===== config.mk =====
export PLATFORM = sky130hd
export DESIGN_NAME = efuse_trim_shadow
export DESIGN_NICKNAME = d
export VERILOG_FILES = /design/src/rtl/efuse_pkg.sv /design/src/rtl/efuse_crc8_step.sv /design/src/rtl/efuse_trim_shadow.sv
export SDC_FILE = /design/constraint.sdc
export NUM_CORES = 1
export LEC_CHECK = 0
export CAP_MARGIN = 30
export CORE_MARGIN = 2
export CORE_UTILIZATION = 46
export DETAILED_ROUTE_END_ITERATION = 12
export GPL_ROUTABILITY_DRIVEN = 0
export GPL_TIMING_DRIVEN = 0
export PLACE_DENSITY = 0.8
export SLEW_MARGIN = 20
export SYNTH_ARGS = -nofsm -noshare
export SYNTH_HDL_FRONTEND = slang
export SYNTH_SLANG_ARGS = --single-unit

===== constraint.sdc =====
create_clock -name clk -period 2.8 [get_ports clk]
set_clock_uncertainty 0.2 [all_clocks]
set_input_delay 0.56 -clock clk [delete_from_list [all_inputs] [get_ports clk]]
set_output_delay 0.56 -clock clk [all_outputs]
set_load 0.01 [all_outputs]

===== src/rtl/efuse_pkg.sv =====
// Shared types and constants for the eFuse trim shadow register and its CRC-8 check.
package efuse_pkg;

  localparam int EFUSE_BITS = 256;

  localparam logic [7:0] CRC8_POLY = 8'h07;
  localparam logic [7:0] CRC8_INIT = 8'h00;

  localparam logic [1:0] TRIM_ERR_NONE    = 2'b00;
  localparam logic [1:0] TRIM_ERR_CRC     = 2'b01;
  localparam logic [1:0] TRIM_ERR_SHORT   = 2'b10;
  localparam logic [1:0] TRIM_ERR_OVERRUN = 2'b11;

  typedef enum logic [2:0] {
    ST_IDLE,
    ST_LOAD,
    ST_CHECK,
    ST_VALID,
    ST_ERROR
  } efuse_shadow_state_e;

endpackage


===== src/rtl/efuse_crc8_step.sv =====
// Combinational single-byte CRC-8 update, MSB-first, polynomial from efuse_pkg.
module efuse_crc8_step
  import efuse_pkg::*;
(
  input  logic [7:0] crc_in,
  input  logic [7:0] byte_in,
  output logic [7:0] crc_out
);

  always_comb begin
    logic [7:0] c;
    c = crc_in ^ byte_in;
    for (int b = 0; b < 8; b++) begin
      c = c[7] ? ({c[6:0], 1'b0} ^ CRC8_POLY) : {c[6:0], 1'b0};
    end
    crc_out = c;
  end

endmodule


===== src/rtl/efuse_trim_shadow.sv =====
// Captures the eFuse autoload stream into a 256-bit shadow and publishes it with valid/error status.
// Define EFUSE_SHADOW_CRC_EN to add the CRC-8 integrity check (CHECK state) before VALID.
module efuse_trim_shadow
  import efuse_pkg::*;
#(
  parameter int NR = 64
) (
  input  logic            clk,
  input  logic            rst_n,
  input  logic            efuse_autoload_vld,
  input  logic [NR-1:0]   efuse_rdata,
  input  logic            efuse_autoload_done,
  output logic [255:0]    trim_shadow,
  output logic            trim_valid,
  output logic [1:0]      trim_err,
  output logic            trim_busy
);

  localparam int WORDS = EFUSE_BITS / NR;
  localparam int CNT_W = $clog2(WORDS + 1);

  efuse_shadow_state_e state_q, state_d;
  logic [CNT_W-1:0]    cnt_q, cnt_d;
  logic [255:0]        shadow_q, shadow_d;
  logic                valid_q, valid_d;
  logic [1:0]          err_q, err_d;
  logic                overrun_q, overrun_d;
  // A load outcome decided at the done edge is published one cycle later.
  logic                pend_q, pend_d;
  logic [1:0]          pend_err_q, pend_err_d;

`ifdef EFUSE_SHADOW_CRC_EN
  logic [7:0]          crc_q, crc_d;
  logic [4:0]          byte_idx_q, byte_idx_d;
  logic [7:0]          crc_byte;
  logic [7:0]          crc_next;

  assign crc_byte = shadow_q[{byte_idx_q, 3'b000} +: 8];

  efuse_crc8_step u_crc8_step (
    .crc_in  (crc_q),
    .byte_in (crc_byte),
    .crc_out (crc_next)
  );
`endif

  always_comb begin
    state_d    = state_q;
    cnt_d      = cnt_q;
    shadow_d   = shadow_q;
    valid_d    = valid_q;
    err_d      = err_q;
    overrun_d  = overrun_q;
    pend_d     = pend_q;
    pend_err_d = pend_err_q;
`ifdef EFUSE_SHADOW_CRC_EN
    crc_d      = crc_q;
    byte_idx_d = byte_idx_q;
`endif

    unique case (state_q)
      ST_IDLE, ST_VALID, ST_ERROR: begin
        if (efuse_autoload_vld) begin
          shadow_d[NR-1:0] = efuse_rdata;
          cnt_d            = CNT_W'(1);
          valid_d          = 1'b0;
          err_d            = TRIM_ERR_NONE;
          overrun_d        = 1'b0;
          pend_d           = 1'b0;
          pend_err_d       = TRIM_ERR_NONE;
          state_d          = ST_LOAD;
        end
      end

      ST_LOAD: begin
        if (pend_q) begin
          pend_d = 1'b0;
          if (pend_err_q != TRIM_ERR_NONE) begin
            err_d   = pend_err_q;
            state_d = ST_ERROR;
          end else begin
            valid_d = 1'b1;
            state_d = ST_VALID;
          end
        end else begin
          if (efuse_autoload_vld) begin
            if (cnt_q < CNT_W'(WORDS)) begin
              for (int k = 0; k < WORDS; k++) begin
                if (cnt_q == CNT_W'(k)) begin
                  shadow_d[k*NR +: NR] = efuse_rdata;
                end
              end
              cnt_d = cnt_q + CNT_W'(1);
            end else begin
              overrun_d = 1'b1;
            end
          end
          // Done is judged against the count and flag after this cycle's word.
          if (efuse_autoload_done) begin
            if (cnt_d < CNT_W'(WORDS)) begin
              pend_d     = 1'b1;
              pend_err_d = TRIM_ERR_SHORT;
            end else if (overrun_d) begin
              pend_d     = 1'b1;
              pend_err_d = TRIM_ERR_OVERRUN;
            end else begin
`ifdef EFUSE_SHADOW_CRC_EN
              crc_d      = CRC8_INIT;
              byte_idx_d = 5'd0;
              state_d    = ST_CHECK;
`else
              pend_d     = 1'b1;
              pend_err_d = TRIM_ERR_NONE;
`endif
            end
          end
        end
      end

      ST_CHECK: begin
`ifdef EFUSE_SHADOW_CRC_EN
        if (byte_idx_q != 5'd31) begin
          crc_d      = crc_next;
          byte_idx_d = byte_idx_q + 5'd1;
        end else if (crc_q == shadow_q[255:248]) begin
          valid_d = 1'b1;
          state_d = ST_VALID;
        end else begin
          err_d   = TRIM_ERR_CRC;
          state_d = ST_ERROR;
        end
`else
        state_d = ST_IDLE;
`endif
      end

      default: state_d = ST_IDLE;
    endcase
  end

  always_ff @(posedge clk or negedge rst_n) begin
    if (!rst_n) begin
      state_q    <= ST_IDLE;
      cnt_q      <= '0;
      shadow_q   <= '0;
      valid_q    <= 1'b0;
      err_q      <= TRIM_ERR_NONE;
      overrun_q  <= 1'b0;
      pend_q     <= 1'b0;
      pend_err_q <= TRIM_ERR_NONE;
`ifdef EFUSE_SHADOW_CRC_EN
      crc_q      <= CRC8_INIT;
      byte_idx_q <= 5'd0;
`endif
    end else begin
      state_q    <= state_d;
      cnt_q      <= cnt_d;
      shadow_q   <= shadow_d;
      valid_q    <= valid_d;
      err_q      <= err_d;
      overrun_q  <= overrun_d;
      pend_q     <= pend_d;
      pend_err_q <= pend_err_d;
`ifdef EFUSE_SHADOW_CRC_EN
      crc_q      <= crc_d;
      byte_idx_q <= byte_idx_d;
`endif
    end
  end

  assign trim_shadow = shadow_q;
  assign trim_valid  = valid_q;
  assign trim_err    = err_q;
  assign trim_busy   = (state_q == ST_LOAD) || (state_q == ST_CHECK);

endmodule


== After elaboration in Yosys (flattened, before gate mapping) ==
Index checks and enable logic that the tools add are counted.

* Bits in registers: 269
* Latch bits: 0
* Memory bits (writable): 0
* Memory bits (read-only): 0
* Input bits: 68
* Output and inout port bits: 260
* Logic and storage cells: 85
* Memories kept: 0

* $add $sub $neg: 1
* Multipliers: 0
* Divide/modulo/power cells: 0
* $lt $le $gt $ge: 2
* Eq/ne operators: 16
* Shifts and indexed selects: 0
* Multiplexer cells: 38
* Bitwise operators: 1
* Reductions and logical operators: 16

{| class="wikitable"
|+ Operators with widths
! operator !! number
|-
| 64-bit two-way mux || 5
|-
| 64-bit case mux with 2 select lines || 1
|-
| 3-bit two-way mux || 8
|-
| 2-bit != test (second input constant) || 9
|-
| 5-bit AND reduction || 3
|-
| 2-bit two-way mux || 7
|-
| 3-bit by 2-bit equality test with 1-bit output (second input constant) || 4
|-
| 3-bit case mux with 2 select lines || 2
|-
| 4-bit AND reduction || 3
|-
| 1-bit two-way mux || 10
|-
| 2-bit case mux with 2 select lines || 2
|-
| 3-bit by 1-bit equality test with 1-bit output (second input constant) || 2
|-
| 3-bit logical NOT || 2
|-
| 3-bit < comparator (second input constant) || 2
|-
| 1-bit case mux with 2 select lines || 3
|-
| 6-bit AND reduction || 1
|-
| 2-bit AND reduction || 2
|-
| 2-bit nonzero test || 2
|-
| 3-bit by 1-bit adder with 3-bit output (second input constant) || 1
|-
| 3-bit equality test (second input constant) || 1
|-
| 3-bit AND reduction || 1
|-
| 3-bit OR reduction || 1
|-
| 1-bit logical OR || 1
|-
| 1-bit inverter || 1
|}

== Longest topological paths before layout ==
Gate-level depths: netlist of the first run.

* Word-level depth: 10
* Gate-level depth with buffers: 6
* Gate-level depth less buffers: 5

== Worst setup path before layout of the first run ==
OpenSTA, ideal clock, no wires.

* Kind: input to register
* Start point: in efuse_autoload_vld
* End point: reg shadow_q[10], in the netlist trim_shadow[10]
* Library setup time: 125 ps
* Data arrival time: 2000 ps
* Data required time: 2475 ps
* Setup slack: 475 ps
* Stages: 4
* Path buffers: 1
* Cells stage by stage: or3b_2 -> a32oi_4 -> buf_6 -> mux2_2

* Word-level cells in the longest chain between the ends: 2
* Elaborated cells on any way between the ends: 3
* Those cells by class: 2 x eq/ne; 1 x reduce/logical

{| class="wikitable"
|+ RTL lines
! item !! line !! RTL
|-
| start, declared || efuse_trim_shadow.sv:10 || <nowiki>input logic efuse_autoload_vld,</nowiki>
|-
| 2-bit != test (no line) || n/a ||
|-
| 6-bit AND reduction (no line) (*) || n/a ||
|-
| end signal, assigned || efuse_trim_shadow.sv:158 || <nowiki>shadow_q <= shadow_d;</nowiki>
|-
| end, declared || efuse_trim_shadow.sv:24 || <nowiki>logic [255:0] shadow_q, shadow_d;</nowiki>
|}

Mark *: on every way between the ends. The rest lies on a longest branch, timed or not.
A chain may end at the register's enable or synchronous reset.

== Final worst setup path of the first run ==
* Start point: in efuse_autoload_vld
* End point: reg shadow_q[49], in the netlist trim_shadow[49]

The elaborated chain is that of the path after synthesis.

==> results of run 1 <==
[stage by stage]
step | hold WS, ps | utilization | setup slack, ps | instances | total power (uW)
3_5_place_dp | 280 | 0.639 | -487 | 1231 | 16400
5_1_grt | 311 | 0.680 | 37.4 | 1282 | 20900
4_1_cts | 294 | 0.680 | 68.2 | 1282 | 20100
6_report | 290 | 0.680 | 79.6 | 1282 | 19900
2_1_floorplan | 64.4 | - | 475 | 622 | 11200
3_3_place_gp | 273 | 0.636 | -10500 | 1229 | 16100
[metal layers]
metal | part of all wire | global-route usage | wire [microns]
met1 | 0.39 | 0.263 | 10400
met2 | 0.48 | 0.375 | 12700
met3 | 0.10 | 0.0919 | 2660
met4 | 0.031 | 0.0673 | 837
met5 | 0 | 0 | 0
[synthesized netlist by cell type]
cell type | number | area [sq um]
a22oi_1 | 1 | 7.51
dfrtp_1 | 269 | 6730
a32o_1 | 3 | 30.0
buf_6 | 6 | 67.6
nand4bb_1 | 1 | 11.3
o21ba_2 | 1 | 10.0
o21ai_0 | 2 | 10.0
nand3_1 | 2 | 10.0
clkbuf_1 | 5 | 18.8
o211ai_1 | 1 | 7.51
nor2b_1 | 5 | 31.3
and3_1 | 1 | 6.26
a21oi_1 | 6 | 30.0
a221oi_1 | 1 | 8.76
nand2_1 | 7 | 26.3
nor4b_4 | 1 | 23.8
mux2_1 | 19 | 214
or3b_2 | 1 | 8.76
nor3b_2 | 1 | 12.5
and2_1 | 1 | 6.26
ha_1 | 4 | 50.1
buf_2 | 20 | 100
o22ai_1 | 2 | 12.5
or4b_4 | 1 | 13.8
inv_1 | 4 | 15.0
nand3_2 | 3 | 30.0
nor2_1 | 2 | 7.51
o31ai_1 | 2 | 15.0
nand2b_1 | 4 | 25.0
mux2_2 | 237 | 2670
a41o_1 | 1 | 10.0
a32oi_4 | 1 | 27.5
a21o_1 | 2 | 15.0
nand3b_1 | 3 | 22.5
nand4b_1 | 1 | 8.76
a31o_2 | 1 | 8.76
[cells by family after synthesis]
logic type / Yosys count / share of synthesized area
AOI/OAI and AO/OA: 24 / 0.0187
DFF: 269 / 0.653
buffers and inverters: 35 / 0.0196
muxes: 256 / 0.280
and+or+nand+nor: 34 / 0.0237
adders and majority gates: 4 / 0.00486
[cell type report]
cell class              count  area, sq um
well taps                 280          350
clock inverters             7         42.5
flip-flops and latches    269         6730
fillers                  1548         6990
multi-input cells         318         3370
plain buffers              31          188
clock buffers              43          858
inverters                   4         15.0
repair buffers            330         3340
[state kept, by name, summed over array words and instances, names as in the netlist]
| register | count |
|---|---|
| cnt_q | 3 |
| overrun_q | 1 |
| pend_err_q | 2 |
| pend_q | 1 |
| state_q | 3 |
| trim_err | 2 |
| trim_shadow | 256 |
| trim_valid | 1 |
[timing repair]
item,CTS,global route
setup endpoints to repair,1,0
hold endpoints to repair,95,0
resized for setup,2,0
hold buffers,1,0
setup buffers,0,0
[path summary, 6_finish.rpt]
path                            slack, ps                      endpoint  cells after the start                    startpoint
worst min-delay path                  290  trim_shadow[170]$_DFFE_PN0P_                      1  trim_shadow[170]$_DFFE_PN0P_
max in group asynchronous            1040  trim_shadow[127]$_DFFE_PN0P_                      3                         rst_n
worst min register to register        290  trim_shadow[170]$_DFFE_PN0P_                      1  trim_shadow[170]$_DFFE_PN0P_
worst max-delay path                   80   trim_shadow[49]$_DFFE_PN0P_                      5            efuse_autoload_vld
min in group asynchronous             460    trim_shadow[8]$_DFFE_PN0P_                      2                         rst_n
worst max register to register        210   trim_shadow[49]$_DFFE_PN0P_                      4        state_q[1]$_DFFE_PN0P_
[power by group]
part / leakage [uW] / internal, uW / switching (uW)
registers: 0.00328 / 5870 / 1010
logic: 0.00273 / 5650 / 3750
clock network: 0.000450 / 2100 / 1490
total: 0.00646 / 13600 / 6250
[critical path, stage by stage]
cell	delay, ps
clkdlybuf4s50_1	570
or3b_2	540
a32oi_4	640
buf_6	270
mux2_2	360
==> results.cfg, run 1 <==
[layout]
finalNetCount = 1055
drive_gt1_frac = 0.320
final_cell_mix = clkdlybuf4s50_1, dfrtp_1, mux2_2, clkbuf_16, buf_2
n_antenna_cell = 0
fin_area_sq_mm = 0.0149
layout_commonest_cell = clkdlybuf4s50_1
area_growth_pct = 44.6

[clocking]
cts.sinks = 269
clk_pin_slew_ps = 60
clk-insertion-delay-late_ps = 540
cts_tree = done
cts_root_buf = clkbuf_16
clock_path_buffers = 3
htree_levels = 1
numCtsBuffers = 29

[sta]
final.period_utilization = 0.972
period_needed_ps = 2720
maxSlewHeadroom = 0.508
worstMarginPinSlew_ps = 738
slew_violations = 0
tns_ps = 0
timing.fmax_mhz = 368
finalHoldViolations = 0
setup_violations = 0
rsz0062_at_grt = no

[floorplanning]
die_x_microns = 154
row_count = 54
die_h_microns = 154
pin_count = 328
start_util = 0.471
core_area_sq_mm = 0.0219
dieArea_sq_mm = 0.0236

[synthesis]
synthCells = 622
ys_seq_area_frac = 0.653
yosysUniqueCellTypes = 36
avgSynthCellArea_sq_um = 16.6
ys_ff_latch = 269
ys_warn_count = 0
synthesis.nets = 694
syn_area_sq_mm = 0.0103

[flow_run]
cap_violations = 0

[grt]
grt_max_degree = 98
grt_pass1_wl_microns = 41600
antenna_found_initial = 0
grt_usage = 0.223
overflow = 0
grt_pass1_vias = 7276

[pwr]
leakagePower_uw = 0.00646
p_per_area_mw_per_mm2 = 1330
ir_drop_uv = 890

[drt]
postRouteAntennaNets = 0
drt-vias-per-instance = 5.13
dr.pass1.iters = 4
drt_iter0_drc = 224
routedWlPerCell_microns = 20.7
route.vias.total = 6576
drcViolationCount = 0
wl_microns = 26600

[status]
run_status = completed

[worst_setup_path]
critPathArrivalTime_ps = 2940
start_kind = primary input
end_kind = register
crit_type = in -> reg
cp.required_ps = 3020
crit_fanout = 10

[place]
portBuffers = 327
dpl.hpwl_microns = 18800
placedInstanceArea_sq_mm = 0.0140

[min_path]
hp-class = reg -> reg
(Power assumes the default switching activity.)
==> inputs of run 2 (changes only) <==
--- a/config.mk
+++ b/config.mk
@@ -12,7 +12,6 @@
 export GPL_ROUTABILITY_DRIVEN = 0
 export GPL_TIMING_DRIVEN = 0
 export PLACE_DENSITY = 0.8
-export SLEW_MARGIN = 20
 export SYNTH_ARGS = -nofsm -noshare
 export SYNTH_HDL_FRONTEND = slang
 export SYNTH_SLANG_ARGS = --single-unit
==> run 2 against run 1 <==
Core utilization is 0.086 points higher. Final area is 0.13% higher. Die area stayed put. Clock power is 1% higher. Worst setup slack hardly changed. Combinational power hardly changed. Hold slack worse by 0.74 ps. Sequential power hardly changed. Critical path depth stayed put. Clock-buffer cell count is 1 higher. Critical endpoint is now trim_shadow[50]$_DFFE_PN0P_. Largest cell class unchanged.
==> results.cfg, run 2 (same netlist as run 1, synthesis figures left out) <==
[grt]
grt_pass1_wl_microns = 41700
grt_max_degree = 124
grt_pass1_vias = 7180
grt_usage = 0.224
grtUsageMet2 = 0.375
grt_busiest_layer = met2
antenna_found_initial = 0
use_met1 = 0.266
overflow = 0
grt_use_met3 = 0.0924

[drt]
wl_microns = 26600
drt-vias-per-instance = 5.17
postRouteAntennaNets = 0
drcViolationCount = 0
routedWlPerCell_microns = 20.8
route.vias.total = 6633
dr.pass1.iters = 4
drt_iter0_drc = 194

[worst_setup_path]
cpPeakStageDelay_ps = 620
r2r_start = pend_q$_DFFE_PN0P_
end_kind = register
crit_fanout = 10
r2r_slack_ps = 230
slowest_stage = a32oi_4
cp.required_ps = 3010
crit_type = in -> reg
cp_cell_sequence = clkdlybuf4s50_1 > or3b_2 > a32oi_4 > buf_6 > mux2_2
start_kind = primary input
timing.rr.end = trim_shadow[50]$_DFFE_PN0P_
critPathArrivalTime_ps = 2930
worst_r2r_path_depth = 5

[floorplanning]
die_x_microns = 154
row_count = 54
die_h_microns = 154
dieArea_sq_mm = 0.0236
pin_count = 328
start_util = 0.471
core_area_sq_mm = 0.0219

[sta]
period_needed_ps = 2720
final.period_utilization = 0.971
setup_violations = 0
layout_setup_ws_ps = 79.9
rsz0062_at_grt = no
worstMarginPinSlew_ps = 655
maxSlewHeadroom = 0.563
finalHoldViolations = 0
slew_violations = 0
timing.fmax_mhz = 368

[clocking]
cts.sinks = 269
clk-insertion-delay-late_ps = 520
numCtsBuffers = 28
clock_path_buffers = 3
cts_tree = done
cts_root_buf = clkbuf_16
htree_levels = 1
cts_setup_buffers = 0
clk_pin_slew_ps = 60

[min_path]
holdPathEnd = trim_shadow[170]$_DFFE_PN0P_
hp-class = reg -> reg
whs_path_depth = 1
min_from = trim_shadow[170]$_DFFE_PN0P_

[layout]
fin_area_sq_mm = 0.0149
final_cell_mix = clkdlybuf4s50_1, dfrtp_1, mux2_2, clkbuf_16, buf_2
n_antenna_cell = 0
fillers = 1552
finalNetCount = 1054
layout_commonest_cell = clkdlybuf4s50_1
largest_register_ffs = 256
drive_gt1_frac = 0.319
area_growth_pct = 44.8

[pwr]
p_total_uw = 19900
ir_drop_uv = 895
p_per_area_mw_per_mm2 = 1340
leakagePower_uw = 0.00647

[place]
dpl.hpwl_microns = 19000
portBuffers = 327
placedInstanceArea_sq_mm = 0.0140
place_ws_ps = -482

[status]
run_status = completed

[flow_run]
cap_violations = 0
[run 2: cell types whose count changed in the layout (fill, tap and decap cells not counted), sizes merged]
cell	previous run	this run
clkinvlp	0	1
bufinv	0	1
clkbuf	48	49
clkinv	6	4
inv	5	4
[run 2: layer usage]
layer	share of wire	wire [microns]
met3	0.10	2700
met4	0.025	658
met5	0	0
met1	0.39	10400
met2	0.48	12800
[run 2: critical path: cells and delay by family]
family                 cells  cell delay (ps)
buffers and inverters      2              840
AOI/OAI and AO/OA          1              620
muxes                      1              350
and+or+nand+nor            1              540
[run 2: cell type report]
type,count,area (sq um),share of cell area
flip-flops and latches,269,6730,0.451
multi-input cells,318,3370,0.226
repair buffers,330,3340,0.224
clock buffers,44,862,0.0578
well taps,280,350,0.0235
plain buffers,31,188,0.0126
clock inverters,6,57.6,0.00386
inverters,4,15.0,0.00101
[run 2: how the worst max path moves through the flow]
stage / depth (start not counted) / to / slack [ps] / startpoint
after global routing: 5 / trim_shadow[48]$_DFFE_PN0P_ / 8 / efuse_autoload_vld
after CTS: 5 / trim_shadow[50]$_DFFE_PN0P_ / 70 / efuse_autoload_vld
final: 5 / trim_shadow[50]$_DFFE_PN0P_ / 80 / efuse_autoload_vld
after detailed placement: 5 / trim_shadow[51]$_DFFE_PN0P_ / -480 / efuse_autoload_vld
after global placement: 1 / trim_shadow[162]$_DFFE_PN0P_ / -10500 / rst_n
after floorplan: 4 / trim_shadow[10]$_DFFE_PN0P_ / 480 / efuse_autoload_vld
[run 2: per-stage QoR]
stage / hold WS (ps) / util / std cells / TNS, ps
floorplan: 64.4 / - / 622 / 0
global placement: 273 / 0.636 / 1229 / -2859790
detailed placement: 280 / 0.639 / 1231 / -44040
CTS: 294 / 0.681 / 1282 / 0
global route: 311 / 0.681 / 1282 / 0
finish: 289 / 0.681 / 1282 / 0
[run 2: power by group]
group          switching (uW)  internal (uW)
logic                    3740           5650
clock network            1460           2190
registers                1010           5870
total                    6210          13700
[run 2: repair_timing]
| action | CTS | global route |
|---|---|---|
| endpoints found under the hold margin | 59 | 0 |
| endpoints found under the setup margin | 1 | 0 |
| hold buffers | 1 | 0 |
| resized for setup | 2 | 0 |
